--- src/rtl/multicycle_control.sv ---
// Moore control FSM for a multicycle MIPS-style datapath.
// Control outputs are registered from the next state; only the FETCH write strobes are gated by mem_ready.
module multicycle_control #(
    parameter int OP_W      = 6,
    parameter bit USE_READY = 1'b0
) (
    input  logic            clk,
    input  logic            rst_n,
    input  logic [OP_W-1:0] op,
    input  logic            mem_ready,
    output logic            pc_write,
    output logic            pc_write_cond,
    output logic            iord,
    output logic            mem_read,
    output logic            mem_write,
    output logic            ir_write,
    output logic            mem_to_reg,
    output logic            reg_dst,
    output logic            reg_write,
    output logic            alu_src_a,
    output logic [1:0]      alu_src_b,
    output logic [1:0]      alu_op,
    output logic [1:0]      pc_source,
    output logic            illegal_op,
    output logic [3:0]      state
);

    typedef enum logic [3:0] {
        FETCH  = 4'd0,  DECODE = 4'd1,  MEMADR = 4'd2,  MEMRD  = 4'd3,
        MEMWB  = 4'd4,  MEMWR  = 4'd5,  EXEC   = 4'd6,  RWB    = 4'd7,
        BRANCH = 4'd8,  ADDIEX = 4'd9,  ADDIWB = 4'd10, JUMP   = 4'd11
    } state_t;

    localparam logic [OP_W-1:0] OP_RTYPE = OP_W'(6'h00);
    localparam logic [OP_W-1:0] OP_J     = OP_W'(6'h02);
    localparam logic [OP_W-1:0] OP_BEQ   = OP_W'(6'h04);
    localparam logic [OP_W-1:0] OP_ADDI  = OP_W'(6'h08);
    localparam logic [OP_W-1:0] OP_LW    = OP_W'(6'h23);
    localparam logic [OP_W-1:0] OP_SW    = OP_W'(6'h2B);

    // Bit positions inside the packed control word
    localparam int B_PCW  = 15;
    localparam int B_PCWC = 14;
    localparam int B_IORD = 13;
    localparam int B_MRD  = 12;
    localparam int B_MWR  = 11;
    localparam int B_IRW  = 10;
    localparam int B_M2R  = 9;
    localparam int B_RDST = 8;
    localparam int B_RW   = 7;
    localparam int B_ASA  = 6;
    localparam int B_ASB  = 4;
    localparam int B_AOP  = 2;
    localparam int B_PCS  = 0;

    function automatic logic [15:0] ctrl_of(input state_t s);
        logic [15:0] c;
        c = 16'h0000;
        case (s)
            FETCH: begin
                c[B_MRD] = 1'b1; c[B_IRW] = 1'b1; c[B_PCW] = 1'b1;
                c[B_ASB +: 2] = 2'b01;
            end
            DECODE: c[B_ASB +: 2] = 2'b11;
            MEMADR, ADDIEX: begin
                c[B_ASA] = 1'b1; c[B_ASB +: 2] = 2'b10;
            end
            MEMRD:  begin c[B_MRD] = 1'b1; c[B_IORD] = 1'b1; end
            MEMWB:  begin c[B_RW] = 1'b1;  c[B_M2R] = 1'b1;  end
            MEMWR:  begin c[B_MWR] = 1'b1; c[B_IORD] = 1'b1; end
            EXEC:   begin c[B_ASA] = 1'b1; c[B_AOP +: 2] = 2'b10; end
            RWB:    begin c[B_RW] = 1'b1;  c[B_RDST] = 1'b1; end
            BRANCH: begin
                c[B_ASA] = 1'b1; c[B_AOP +: 2] = 2'b01;
                c[B_PCWC] = 1'b1; c[B_PCS +: 2] = 2'b01;
            end
            ADDIWB: c[B_RW] = 1'b1;
            JUMP:   begin c[B_PCW] = 1'b1; c[B_PCS +: 2] = 2'b10; end
            default: c = 16'h0000;
        endcase
        return c;
    endfunction

    state_t      state_r;
    state_t      next_s;
    logic        hold_r;
    logic [15:0] ctrl_r;
    logic        ready_s;
    logic        op_known_s;
    logic        stall_s;

    assign ready_s    = USE_READY ? mem_ready : 1'b1;
    assign op_known_s = (op == OP_LW) || (op == OP_SW) || (op == OP_RTYPE) ||
                        (op == OP_BEQ) || (op == OP_ADDI) || (op == OP_J);

    // Next-state decode; hold_r keeps the first cycle after reset as a quiet FETCH
    always_comb begin
        next_s = FETCH;
        if (hold_r) begin
            next_s = FETCH;
        end else begin
            case (state_r)
                FETCH:  next_s = ready_s ? DECODE : FETCH;
                DECODE: begin
                    if ((op == OP_LW) || (op == OP_SW)) next_s = MEMADR;
                    else if (op == OP_RTYPE)            next_s = EXEC;
                    else if (op == OP_BEQ)              next_s = BRANCH;
                    else if (op == OP_ADDI)             next_s = ADDIEX;
                    else if (op == OP_J)                next_s = JUMP;
                    else                                next_s = FETCH;
                end
                MEMADR: next_s = (op == OP_SW) ? MEMWR : MEMRD;
                MEMRD:  next_s = ready_s ? MEMWB : MEMRD;
                MEMWR:  next_s = ready_s ? FETCH : MEMWR;
                EXEC:   next_s = RWB;
                ADDIEX: next_s = ADDIWB;
                default: next_s = FETCH;
            endcase
        end
    end

    // State and control-word registers
    always_ff @(posedge clk) begin
        if (!rst_n) begin
            state_r <= FETCH;
            hold_r  <= 1'b1;
            ctrl_r  <= 16'h0000;
        end else begin
            state_r <= next_s;
            hold_r  <= 1'b0;
            ctrl_r  <= ctrl_of(next_s);
        end
    end

    // FETCH write strobes fire only in the cycle the memory delivers
    assign stall_s = (state_r == FETCH) && !ready_s;

    assign pc_write      = ctrl_r[B_PCW] & ~stall_s;
    assign ir_write      = ctrl_r[B_IRW] & ~stall_s;
    assign pc_write_cond = ctrl_r[B_PCWC];
    assign iord          = ctrl_r[B_IORD];
    assign mem_read      = ctrl_r[B_MRD];
    assign mem_write     = ctrl_r[B_MWR];
    assign mem_to_reg    = ctrl_r[B_M2R];
    assign reg_dst       = ctrl_r[B_RDST];
    assign reg_write     = ctrl_r[B_RW];
    assign alu_src_a     = ctrl_r[B_ASA];
    assign alu_src_b     = ctrl_r[B_ASB +: 2];
    assign alu_op        = ctrl_r[B_AOP +: 2];
    assign pc_source     = ctrl_r[B_PCS +: 2];
    assign illegal_op    = (state_r == DECODE) && !op_known_s;
    assign state         = state_r;

endmodule
--- config.mk ---
export PLATFORM = sky130hd
export DESIGN_NAME = multicycle_control
export DESIGN_NICKNAME = d
export VERILOG_FILES = /design/src/rtl/multicycle_control.sv
export SDC_FILE = /design/constraint.sdc
export NUM_CORES = 1
export LEC_CHECK = 0
export ABC_AREA = 1
export CORE_MARGIN = 2
export CORE_UTILIZATION = 40
export CTS_CLUSTER_DIAMETER = 60
export DETAILED_ROUTE_END_ITERATION = 12
export PLACE_DENSITY = 0.74
export SYNTH_ARGS = -nofsm -noshare
export SYNTH_HDL_FRONTEND = slang
export SYNTH_SLANG_ARGS = --single-unit
--- constraint.sdc ---
create_clock -name clk -period 1.3 [get_ports clk]
set_input_delay 0.26 -clock clk [delete_from_list [all_inputs] [get_ports clk]]
set_output_delay 0.26 -clock clk [all_outputs]
set_load 0.02 [all_outputs]
======== Word-level counts from Yosys, hierarchy flattened ========
Index checks and enable logic that the tools add are counted.
word-level totals
  register bits after elaboration ......... 21
  bits of input ports ..................... 9
  output and inout bits ................... 21
operators by class
  equal/unequal tests ..................... 21
  muxes and demuxes ....................... 22
  reductions and logical operators ........ 16
operators with widths
  kind                                            count
  two-way mux 4 bit                               6
  one-hot mux 4 bit (6 select lines)              1
  == test 4 x 3 -> 1 bit (second input constant)  5
  == test 4 bit (second input constant)           5
  == test 4 x 2 -> 1 bit (second input constant)  4
  == test 6 bit (second input constant)           2
  two-way mux 1 bit                               11
  == test 4 x 1 -> 1 bit (second input constant)  2
  zero test 4 bit                                 2
  one-hot mux 2 bit (2 select lines)              2
  OR reduction 2 bit                              4
  == test 6 x 2 -> 1 bit (second input constant)  1
  == test 6 x 3 -> 1 bit (second input constant)  1
  == test 6 x 4 -> 1 bit (second input constant)  1
  zero test 6 bit                                 1
  one-hot mux 2 bit (3 select lines)              1
  logical OR 1 bit                                5
  OR reduction 4 bit                              1
  two-way mux 3 bit                               1
  OR reduction 3 bit                              1
  logical AND 1 bit                               1
  zero test 1 bit                                 1

======== Longest topological paths before layout ========
  depth after elaboration ................. 11
  depth in mapped cells ................... 12
  depth with buffers taken out ............ 12

======== Worst setup path before layout ========
No wires, ideal clock.
  path kind ............................... reg-to-reg
  start ................................... register state_r[3] (netlist: state[3])
  end ..................................... register ctrl_r[15]
  setup time .............................. 0.120 ns
  arrival time ............................ 1.407 ns
  data required time ...................... 1.180 ns
  slack ................................... -0.227 ns
  stages on the path, launching flop included .. 11
  buffers on the path ..................... 0
  period minus slack after synthesis ...... 1.527 ns
  cells stage by stage .................... dfxtp_1 -> inv_1 -> nand2_1 -> nor2_1 -> a21oi_2 -> nand2_2 -> nand2_4 -> nor2_4 -> nand2_2 -> nor2_2 -> or2_1
between the ends
  longest elaborated chain between the ends .. 6
  elaborated cells on any way between the ends .. 12
RTL lines
  item                                              line  source
  start: declaration                                84    state_t state_r;
  start signal: assignment                          129   state_r <= next_s;
  == test 4 bit (tied with other cells)             102   case (state_r)
  one-hot mux 4 bit (6 select lines) (*)            102
  two-way mux 4 bit (*)                             99    if (hold_r) begin
  == test 4 bit or zero test 4 bit (tied branches)  59    case (s)
  OR reduction 2 bit (no line) (*)                  n/a
  two-way mux 1 bit (*)                             59
  end signal: assignment                            131   ctrl_r <= ctrl_of(next_s);
  end: declaration                                  87    logic [15:0] ctrl_r;
Every way passes the cells marked *; elsewhere a longest branch is shown, timed or not.
A chain may end at the register's enable or synchronous reset.

======== Final worst setup path ========
  start ................................... register state_r[2] (netlist: state[2])
  end ..................................... register ctrl_r[15]
Same word-level chain as after synthesis.

==> run summary <==
Clock root cell = clkbuf_4
Seq/Total Area, Yosys = 41.9%
Slew HR = 81.5%
Total track usage = 22.1%
Skew-Pair Late Insertion Delay = 300 ps
Number of global-route vias before repair = 1026
Synth Area in Compound Gates = 3.59%
Starting density of the core = 41.8%
Placed Area = 0.00145 sq mm
Maximum buffer depth of the clock tree = 2
Gpl congestion = 0.868
Antenna viol nets, final = 0
Final instance area = 0.00162 sq mm
Max-Cap Viols = 0
Clock Skew = 12.3 ps
Placed insts = 204
Remaining global-route overflow = 0
Multi-input logic area = 574 sq um
Hold Vio Cnt, Final = 0
Worst-Margin Slew = 276 ps
Row count = 17
Post-synthesis average cell area = 7.44 sq um
Drt initial violations = 19
Async S/R FF share, synth = 0%
EDFF count, synth = 0
Post-Synthesis Net Count = 131
Via count = 1016
Leading cell type in the layout, fill and taps excluded = buf_4
Nets = 193
# setup viols final = 17
Filler cells = 168
Final cycle utilization of the critical path = 120%
Max VDD drop = 0.751 mV
CP Data Arrival Time = 1740 ps
Post-synthesis mux area share = 0%
Initial antenna violation count = 0
Hold/Removal Path Class = primary input to flop
Yosys cell types = 24
Yosys reg bits = 19
TritonCTS Buffers = 3
Vias per inst = 4.82
Place WS = -801 ps
Worst Setup Start Kind = flop
Synth Area in Adders = 0%
Status = finished, violations left
Total die area = 0.00266 sq mm
Max Fclk = 640 MHz
Final worst setup slack = -262 ps
CP Data Required Time = 1480 ps
Die height = 51.6 um
CP endpoint kind = flop
P_leak = 0.000853 uW
I/O pin cnt = 30
Clk pin slew, worst setup/hold paths = 90 ps
Die W = 51.6 um
Post-Synthesis Cells = 122
Fin. max-slew vios = 0
Failing checks = negative setup slack
PwrDens = 677 mW/mm^2
PortBufs = 28
Most frequent cells in the layout = buf_4, dlygate4sd2_1, nand2_1, dfxtp_1, nor2_1
Hpwl dp = 1880 um
RSZ-0062 raised after global routing = true
Largest fanout on the critical path = 4
Antenna diodes = 0
Synth Area in Simple Gates = 45.4%
Layout area overhead = 78.8%
Finished Layout Cells = 211
Core Util, Final = 74.7%
Hold buffers post-CTS = 0
Post-synth top flop = dfxtp_1
CTS tree = built
XOR/XNOR Fraction of Synth Area = 0%
Crit Path Class = flop to flop
Core area = 0.00217 sq mm
Sequential cell area = 395 sq um
Routed WL per cell = 13.1 um
Share of cells above drive strength 1 = 52.5%
Max H-tree Level = 1
Largest net degree at the start of global routing = 11
Largest family of logic cells by synthesized area = simple AND/OR/NAND/NOR gates
Final WL = 2760 um
Clk sinks = 19
First-pass GRT wire length = 4370 um
DRC = 0
Pre-antenna DRT Iters = 6
Mapped Area = 907 sq um
YS warnings = 0
Min Tclk post-route = 1560 ps
## cells by family after synthesis
kind of cell / count (synthesis)
flops: 19
buf+inv: 20
compound gates: 5
simple gates: 78
## report_power, final
| part | switching, uW | internal, uW |
|---|---|---|
| sequential | 5.76 | 590 |
| combinational | 120 | 88.1 |
| clock | 174 | 119 |
| total | 300 | 797 |
## state kept, by name, summed over array words and instances (netlist names)
register  flops
ctrl_r       14
hold_r        1
state         4
## area by class of cell
class	count	area share, %
Sequential cell	19	24.4
Clock buffer	4	1.62
Tap cell	28	2.16
Multi-Input combinational cell	83	35.4
Inverter	18	4.86
Timing Repair Buffer	59	31.6
## metrics by stage
step | hold WS (ps) | total power (uW) | TNS, ps
after floorplan | 363 | 696 | -45.0
after global routing | 690 | 1140 | -3900
after CTS | 646 | 1080 | -1950
final | 676 | 1100 | -2200
after global placement | 646 | 790 | -10430
after detailed placement | 648 | 796 | -11700
## cell usage after synthesis (all sizes together), types with 2 or more instances
cell    number  area, sq um
nand3       13         87.6
nand4        3         18.8
nor2        27          131
inv         15         56.3
o21ai        2         10.0
dfxtp       19          380
buf          2         15.0
clkinv       3         11.3
nand2       31          144
## final timing paths
path | start | endpoint | slack, ps | depth (start not counted)
setup / recovery | state[2] | ctrl_r[15] | -260 | 9
hold / removal | rst_n | state[1] | 680 | 3
setup reg to reg | state[2] | ctrl_r[15] | -260 | 9
hold reg to reg | hold_r | state[1] | 730 | 3
## per-layer routing
metal	routed length, um	GRT usage, %	up-vias	share of wire, %
li1	-	-	503	-
met1	1060	22.9	488	38
met2	1620	45.7	21	59
met3	59	2.01	4	2.1
met4	21	6.58	0	0.76
met5	0	0	-	0
## worst max-delay path, cell delays in order, from the launching register on
cell     delay, ps
dfxtp_4        360
inv_4           60
nand2_4         60
buf_4          140
o21a_1         210
nand3_4         70
nand2_2        110
nand2_2        150
nor3_4          50
or2_1          250
## repair_timing
action,in CTS,in global routing
pin swaps,13,11
setup endpoints to repair,39,21
resized for setup,70,21
hold endpoints to repair,0,0
gates cloned,0,0
setup buffers,3,0
Note: power is estimated with default switching activity, not from simulation.
